## config.mk

```make
export PLATFORM = sky130hd
export DESIGN_NAME = data_memory_sync
export DESIGN_NICKNAME = d
export VERILOG_FILES = /design/src/rtl/data_memory_pkg.sv /design/src/rtl/data_memory_array.sv /design/src/rtl/data_memory_sync.sv
export SDC_FILE = /design/constraint.sdc
export NUM_CORES = 2
export LEC_CHECK = 0
export CAP_MARGIN = 20
export CORE_ASPECT_RATIO = 1.4
export CORE_MARGIN = 3
export CORE_UTILIZATION = 35
export DETAILED_ROUTE_END_ITERATION = 10
export PLACE_DENSITY = 0.5
export SLEW_MARGIN = 10
export SYNTH_ARGS = -nofsm -noshare
export SYNTH_HDL_FRONTEND = slang
export SYNTH_SLANG_ARGS = --single-unit
```

## constraint.sdc

```tcl
create_clock -name clk -period 4.68 [get_ports clk]
set_input_delay 0.468 -clock clk [delete_from_list [all_inputs] [get_ports clk]]
set_output_delay 0.468 -clock clk [all_outputs]
set_load 0.01 [all_outputs]
```

## src/rtl/data_memory_pkg.sv

```systemverilog
// Shared definitions for the clocked data memory and the load/store unit.
package data_memory_pkg;

  localparam int unsigned DM_DATA_WIDTH = 8;
  localparam int unsigned DM_ADDR_WIDTH = 8;
  localparam int unsigned DM_DEPTH      = 256;

  typedef enum logic {
    DM_CLEAR = 1'b0,
    DM_READY = 1'b1
  } dm_state_e;

endpackage

```

## src/rtl/data_memory_array.sv

```systemverilog
// Raw word storage: one clocked write port and a registered read port.
module data_memory_array #(
  parameter int unsigned DATA_WIDTH = 8,
  parameter int unsigned DEPTH      = 256,
  parameter int unsigned IDX_W      = (DEPTH > 1) ? $clog2(DEPTH) : 1
) (
  input  logic                  clk_i,
  input  logic                  rst_i,
  input  logic                  we_i,
  input  logic [IDX_W-1:0]      waddr_i,
  input  logic [DATA_WIDTH-1:0] wdata_i,
  input  logic                  re_i,
  input  logic                  rzero_i,
  input  logic [IDX_W-1:0]      raddr_i,
  output logic [DATA_WIDTH-1:0] rdata_o
);

  logic [DATA_WIDTH-1:0] mem_q [DEPTH];
  logic [DATA_WIDTH-1:0] rdata_q;

  always_ff @(posedge clk_i) begin
    if (we_i) begin
      mem_q[waddr_i] <= wdata_i;
    end
  end

  // Read data holds between reads; rzero_i substitutes 0 for rejected addresses.
  always_ff @(posedge clk_i) begin
    if (rst_i) begin
      rdata_q <= '0;
    end else if (re_i) begin
      rdata_q <= rzero_i ? '0 : mem_q[raddr_i];
    end
  end

  assign rdata_o = rdata_q;

endmodule

```

## src/rtl/data_memory_sync.sv

```systemverilog
// Clocked data memory with valid/ready requests and a post-reset clear sweep.
// Optional address bounds check: define DATA_MEMORY_BOUNDS_CHECK_EN.
module data_memory_sync
  import data_memory_pkg::*;
#(
  parameter int unsigned DATA_WIDTH = DM_DATA_WIDTH,
  parameter int unsigned ADDR_WIDTH = DM_ADDR_WIDTH,
  parameter int unsigned DEPTH      = DM_DEPTH
) (
  input  logic                  clk,
  input  logic                  rst,
  input  logic                  req_valid,
  output logic                  req_ready,
  input  logic                  read_not_write,
  input  logic [ADDR_WIDTH-1:0] address_in_bus,
  input  logic [DATA_WIDTH-1:0] data_in_bus,
  output logic [DATA_WIDTH-1:0] data_out_bus,
  output logic                  rsp_valid,
  output logic                  err
);

  localparam int unsigned IDX_W = (DEPTH > 1) ? $clog2(DEPTH) : 1;
  localparam logic [IDX_W-1:0] LAST_IDX = IDX_W'(DEPTH - 1);

  dm_state_e        state_q;
  logic [IDX_W-1:0] cnt_q;
  logic             rsp_valid_q;

  logic             accept;
  logic             in_range;
  logic             clearing;
  logic             rd_acc;
  logic             wr_acc;
  logic [IDX_W-1:0] idx;

  logic             arr_we;
  logic [IDX_W-1:0] arr_waddr;
  logic [DATA_WIDTH-1:0] arr_wdata;

  assign idx = address_in_bus[IDX_W-1:0];

`ifdef DATA_MEMORY_BOUNDS_CHECK_EN
  localparam logic [ADDR_WIDTH:0] DEPTH_EXT = (ADDR_WIDTH + 1)'(DEPTH);
  logic err_q;

  assign in_range = ({1'b0, address_in_bus} < DEPTH_EXT);

  always_ff @(posedge clk) begin
    if (rst) begin
      err_q <= 1'b0;
    end else begin
      err_q <= accept && !in_range;
    end
  end

  assign err = err_q;
`else
  logic unused_addr;

  assign in_range    = 1'b1;
  assign unused_addr = ^address_in_bus;
  assign err         = 1'b0;
`endif

  // rst is folded in here so a request coinciding with reset never reaches the array.
  always_comb begin
    accept   = (state_q == DM_READY) && req_valid && !rst;
    clearing = (state_q == DM_CLEAR) && !rst;
    rd_acc   = accept && read_not_write;
    wr_acc   = accept && !read_not_write && in_range;
  end

  always_comb begin
    arr_we    = clearing || wr_acc;
    arr_waddr = clearing ? cnt_q : idx;
    arr_wdata = clearing ? '0 : data_in_bus;
  end

  always_ff @(posedge clk) begin
    if (rst) begin
      state_q     <= DM_CLEAR;
      cnt_q       <= '0;
      rsp_valid_q <= 1'b0;
    end else begin
      rsp_valid_q <= rd_acc;
      case (state_q)
        DM_CLEAR: begin
          cnt_q <= cnt_q + IDX_W'(1);
          if (cnt_q == LAST_IDX) begin
            state_q <= DM_READY;
          end
        end
        DM_READY: begin
          state_q <= DM_READY;
        end
        default: begin
          state_q <= DM_CLEAR;
        end
      endcase
    end
  end

  assign req_ready = (state_q == DM_READY);
  assign rsp_valid = rsp_valid_q;

  data_memory_array #(
    .DATA_WIDTH(DATA_WIDTH),
    .DEPTH     (DEPTH),
    .IDX_W     (IDX_W)
  ) u_array (
    .clk_i  (clk),
    .rst_i  (rst),
    .we_i   (arr_we),
    .waddr_i(arr_waddr),
    .wdata_i(arr_wdata),
    .re_i   (rd_acc),
    .rzero_i(!in_range),
    .raddr_i(idx),
    .rdata_o(data_out_bus)
  );

endmodule

```

Word level (Yosys, flattened, before mapping)
Memory sizes are Yosys's and may differ from the RTL's. A register that Yosys moved wholly into a read port is not among the register bits.
Index checks and enable logic that the tools add are counted.
Word-level totals
  input port bits: 20
  bits in writable memories: 2048
  memories kept: 1
  output and inout port bits: 11
  bits in registers: 10
Operators by class
  mux-type cells: 6
  add/sub/neg operators: 1
  equal/unequal tests: 1
  reductions and logical operators: 8
  bitwise operators: 1
Memories
  u_array.mem_q: depth 256, bits a word 8, read ports 1, clocked after Yosys merged registers in 1, wr ports 1, RTL line data_memory_array.sv:18  | logic [DATA_WIDTH-1:0] mem_q [DEPTH];
Operators with widths (number)
  $mux 8: 2
  $add 8x1->8 const B: 1
  $eq 8x8->1 const B: 1
  $logic_and 1x1->1: 5
  $mux 1: 3
  $logic_not 1->1: 2
  $pmux 1 s2: 1
  $logic_or 1x1->1: 1
  $not 1->1: 1

Depth between registers and ports, before layout
  depth after elaboration: 6
  gate-level depth with buffers: 12
  mapped depth without buffers: 7

Modules after synthesis
A second synthesis with hierarchy kept.
Second synthesis, totals
  cell total of the unflattened synthesis: 3895
  area total of the unflattened synthesis: 80862.6 um^2
Modules (own cells, without submodules)
  data_memory_array: cells an instance 3829, seq. area each 61659.1 um^2, area an instance 80243.2 um^2, instances 1
  data_memory_sync: cells an instance 66, seq. area each 200.2 um^2, area an instance 619.3 um^2, instances 1

Worst setup path after synthesis
Ideal clock, no wire load.
  path type: register -> register
  from: register state_q, in the netlist req_ready
  to: memory u_array.mem_q[0][0], data pin
  library setup time: 0.869 ns
  data arrival time: 4.352 ns
  cell stages (with the launch flop): 5
  clock period less this slack: 5.221 ns
  setup slack: -0.541 ns
  required time: 3.811 ns
  path through: dfxtp_1 > clkbuf_1 > or2_2 > clkbuf_1 > and2_1
Between the ends
  word-level cells in the longest chain between the ends: 3
Ends and longest elaborated chain
  start, declared: RTL line data_memory_sync.sv:25  | dm_state_e state_q;
  start signal, assigned: RTL line data_memory_sync.sv:81  | state_q <= DM_CLEAR;
  start signal, assigned: RTL line data_memory_sync.sv:90  | state_q <= DM_READY;
  start signal, assigned: RTL line data_memory_sync.sv:94  | state_q <= DM_READY;
  $not 1->1
  $logic_and 1x1->1: RTL line data_memory_sync.sv:68  | clearing = (state_q == DM_CLEAR) && !rst;
  $mux 8: RTL line data_memory_sync.sv:76  | arr_wdata = clearing ? '0 : data_in_bus;
  net arr_wdata[0]: RTL line data_memory_sync.sv:38  | logic [DATA_WIDTH-1:0] arr_wdata;
  end, declared: RTL line data_memory_array.sv:18
The timed path passes the listed nets, and every way through them passes these cells.

Worst setup path after layout
  from: register state_q, in the netlist req_ready
  to: memory u_array.mem_q[35][4] (enable)
Between the ends
  word-level cells in the longest chain between the ends: 6
  elaborated cells on any way between the ends: 9
  classes of those cells: mux (3); bitwise (1); reduce/logical (5)
Ends and longest elaborated chain
  $logic_and 1x1->1 (2 in series): RTL line data_memory_sync.sv:67  | accept = (state_q == DM_READY) && req_valid && !rst;
  $logic_and 1x1->1: RTL line data_memory_sync.sv:70  | wr_acc = accept && !read_not_write && in_range;
  $logic_or 1x1->1: RTL line data_memory_sync.sv:74  | arr_we = clearing || wr_acc;
  $mux 1: RTL line data_memory_array.sv:22  | if (we_i) begin
  $mux 1 (not written as such): RTL line data_memory_array.sv:23  | mem_q[waddr_i] <= wdata_i;
Parallel ways exist; a longest one is shown, timed or not.

==> results.sh <==
export IMPL_status="completed"
export IMPL_portBuffers=29
export IMPL_die_x_um=413
export IMPL_p_clk_frac=0.421
export IMPL_ys_ff_latch=2066
export IMPL_tightest_slew_ns=1.21
export IMPL_clock_root_buffer="clkbuf_16"
export IMPL_start_util=0.353
export IMPL_crit_type="reg2reg"
export IMPL_hold_start="address_in_bus[6]"
export IMPL_grt_use_total=0.199
export IMPL_num_rows=208
export IMPL_synth_cell_area_um2=81300
export IMPL_pin_count=31
export IMPL_r2r_slack_ns=1.07
export IMPL_post_cts_setup_buffer_count=0
export IMPL_rsz0062_at_grt="false"
export IMPL_arrival_ns=4.17
export IMPL_power_per_cell_area_nw_per_um2=411
export IMPL_synth_ff_type="edfxtp_1"
export IMPL_seqPwrFrac=0.527
export IMPL_p_int_w=0.0303
export IMPL_gr_total_overflow=0
export IMPL_clock_sinks=2066
export IMPL_clk_latency_ns=0.85
export IMPL_rr_startpoint="req_ready"
export IMPL_slowest_delay_ns=0.73
export IMPL_wl_mm=239
export IMPL_path_common_cell="buf_4"
export IMPL_fin_tns_setup_ns=0
export IMPL_tritoncts="built"
export IMPL_whs_path_depth=3
export IMPL_ys_seq_area_frac=0.761
export IMPL_cts_resized=0
export IMPL_synth_edf_count=2048
export IMPL_fmax_ghz=0.277
export IMPL_cts_hold_buf=0
export IMPL_hold_path_class="in2reg"
export IMPL_vias_per_cell=5.44
export IMPL_grt_antenna_before_repair=10
export IMPL_yosysWarnings=0
export IMPL_die_y_um=576
export IMPL_grt_first_pass_wirelength_mm=337
export IMPL_firstDrtPassIters=6
export IMPL_synth_top_area_share=0.757
export IMPL_numCtsBuffers=200
export IMPL_yosysUniqueCellTypes=77
export IMPL_drv_slew=0
export IMPL_p_leak_nw=30.5
export IMPL_maxCapViolCount=0
export IMPL_end_kind="flop"
export IMPL_areaGrowthSynthToFinish_pct=15.6
export IMPL_dr_total_vias=41800
export IMPL_finalCritPeriodShare=0.772
export IMPL_worstPathCellList="nor2_1, buf_4, o31ai_1, nand3_1, buf_4, nor2_1, buf_4"
export IMPL_fin_crit_ns=3.61
export IMPL_max_vdd_ir_drop_mv=0.275
export IMPL_dp_hpwl_mm=157
export IMPL_ff_latch_area_um2=61900
export IMPL_syn_num_nets=4086
export IMPL_cts_htree_levels=4
export IMPL_min_to="u_array.rdata_o[1]"
export IMPL_clk_pin_slew_ns=0.07
export IMPL_layout_drive_gt1_share=0.241
export IMPL_yosysTopAreaCell="edfxtp_1"
export IMPL_grt_pass1_vias=43100
export IMPL_synthCells=4065
export IMPL_p_sw_w=0.00828
export IMPL_drt_iter0_drc=3800
export IMPL_layout_commonest_cell="edfxtp_1"
export IMPL_multiInputGateArea_um2=17700
export IMPL_async_flop_share=0
export IMPL_cp_max_fo=12
export IMPL_gp_congestion=0.864
export IMPL_r2r_end="u_array.mem_q[35][4]"
export IMPL_swShare=0.214
export IMPL_post_drt_wl_per_cell_um=31.0
export IMPL_cts_buffer_depth=4
export IMPL_reg2regPathDepth=7
export IMPL_worst_ep_required_time_ns=5.23
export IMPL_n_fill_cell=20500
export IMPL_startpoint_type="flop"
export IMPL_die_area_um2=238000
export IMPL_drc=0
export IMPL_synth_area_leaders="edfxtp_1 76%, mux4_2 9.6%, mux2i_1 4.2%"
export IMPL_cp_buffers_inverters=3
export IMPL_power_w=0.0386
export IMPL_ant_nets=0
export IMPL_skew_ns=0.0529
export IMPL_crit_path_top_delay_cell="o31ai_1"
export IMPL_maxSlewHeadroom=0.184
export IMPL_layout_common_cells="2048 x edfxtp_1, 398 x buf_4, 345 x mux4_2, 340 x mux2i_1, 286 x nor2_1"
export IMPL_finalNetCount=4512
export IMPL_final_hold_viol_count=0
export IMPL_avgSynthCellArea_um2=20.0
export IMPL_core_area_um2=230000
export IMPL_combPwrFrac=0.052
export IMPL_cp_top_family="simple AND/OR/NAND/NOR gates"
export IMPL_setup_violations=0
export IMPL_grt_max_degree=137
per-stage QoR:
stage / util / instance area, um^2 / cells / setup WS, ns / hold WS, ns
after global placement: 0.380 / 87500 / 7333 / 0.376 / 0.525
after global routing: 0.408 / 94000 / 7695 / 0.829 / 0.298
after floorplan: - / 81300 / 4065 / 1.28 / 0.483
after CTS: 0.408 / 93900 / 7693 / 1.08 / 0.238
final: 0.408 / 94000 / 7697 / 1.07 / 0.311
after detailed placement: 0.380 / 87500 / 7333 / 0.417 / 0.545
how the worst max path moves through the flow:
| stage | to | slack, ns | depth (start not counted) | start |
|---|---|---|---|---|
| final | u_array.mem_q[35][4] | 1.07 | 7 | req_ready |
| after global routing | u_array.mem_q[208][5] | 0.83 | 6 | req_ready |
| after CTS | u_array.mem_q[208][1] | 1.08 | 5 | req_ready |
| after detailed placement | u_array.rdata_o[5] | 0.42 | 8 | address_in_bus[3] |
| after global placement | u_array.rdata_o[5] | 0.38 | 8 | address_in_bus[3] |
| after floorplan | u_array.mem_q[0][0] | 1.28 | 4 | req_ready |
state kept, by name (all words and copies together) (netlist names):
register,cells
cnt_q,8
req_ready,1
rsp_valid,1
u_array.mem_q,2048
u_array.rdata_o,8
routing by layer:
| layer | GRT usage | up-vias | share of wire |
|---|---|---|---|
| met2 | 0.346 | 1345 | 0.51 |
| met4 | 0.0764 | 0 | 0.042 |
| met1 | 0.251 | 22500 | 0.39 |
| met3 | 0.0279 | 370 | 0.052 |
| met5 | 0 | - | 0 |
| li1 | - | 17600 | - |
logic make-up after synthesis:
group,Yosys count,synth area share
flops,2066,0.761
mux,726,0.146
simple gates,574,0.0312
compound gates,446,0.0392
buf+inv,246,0.0219
xor+xnor,5,0.000539
fa+ha+maj,1,0.000154
other cells,1,0.0000461
Yosys cell counts (15+ instances only):
| master | n |
|---|---|
| buf_6 | 40 |
| buf_2 | 56 |
| nor2_1 | 287 |
| mux4_1 | 15 |
| nor3_1 | 17 |
| a211o_1 | 15 |
| edfxtp_1 | 2048 |
| clkbuf_1 | 68 |
| mux4_2 | 345 |
| a211oi_1 | 46 |
| o221ai_1 | 50 |
| nand3_1 | 45 |
| a22oi_1 | 26 |
| buf_4 | 48 |
| a21oi_1 | 63 |
| mux2i_1 | 340 |
| o21ai_0 | 32 |
| dfxtp_1 | 18 |
| nand2_1 | 124 |
| mux2_2 | 25 |
| nand3b_1 | 16 |
| o22ai_1 | 119 |
| and2_1 | 19 |
worst min-delay path, stage by stage:
cell and delay (ns):
buf_2 0.26, o2111ai_1 0.26, o211ai_1 0.09
final cells by class:
class,instances,share of cell area
Clock inverter,123,0.0135
Antenna cell,3,0.0000799
Multi-Input combinational cell,1753,0.188
Clock buffer,237,0.0552
Inverter,1,0.0000666
Tap cell,3045,0.0406
Sequential cell,2066,0.658
Timing Repair Buffer,469,0.0439
power by group through the flow:
stage               Combinational [W]  Clock, W  Sequential (W)
finish                        0.00202    0.0162          0.0204
global route                  0.00212    0.0173          0.0203
CTS                           0.00205    0.0166          0.0204
detailed placement            0.00205         0          0.0208
global placement              0.00204         0          0.0208
floorplan                     0.00116         0          0.0208
No activity file was read; power rests on OpenSTA's default activity.
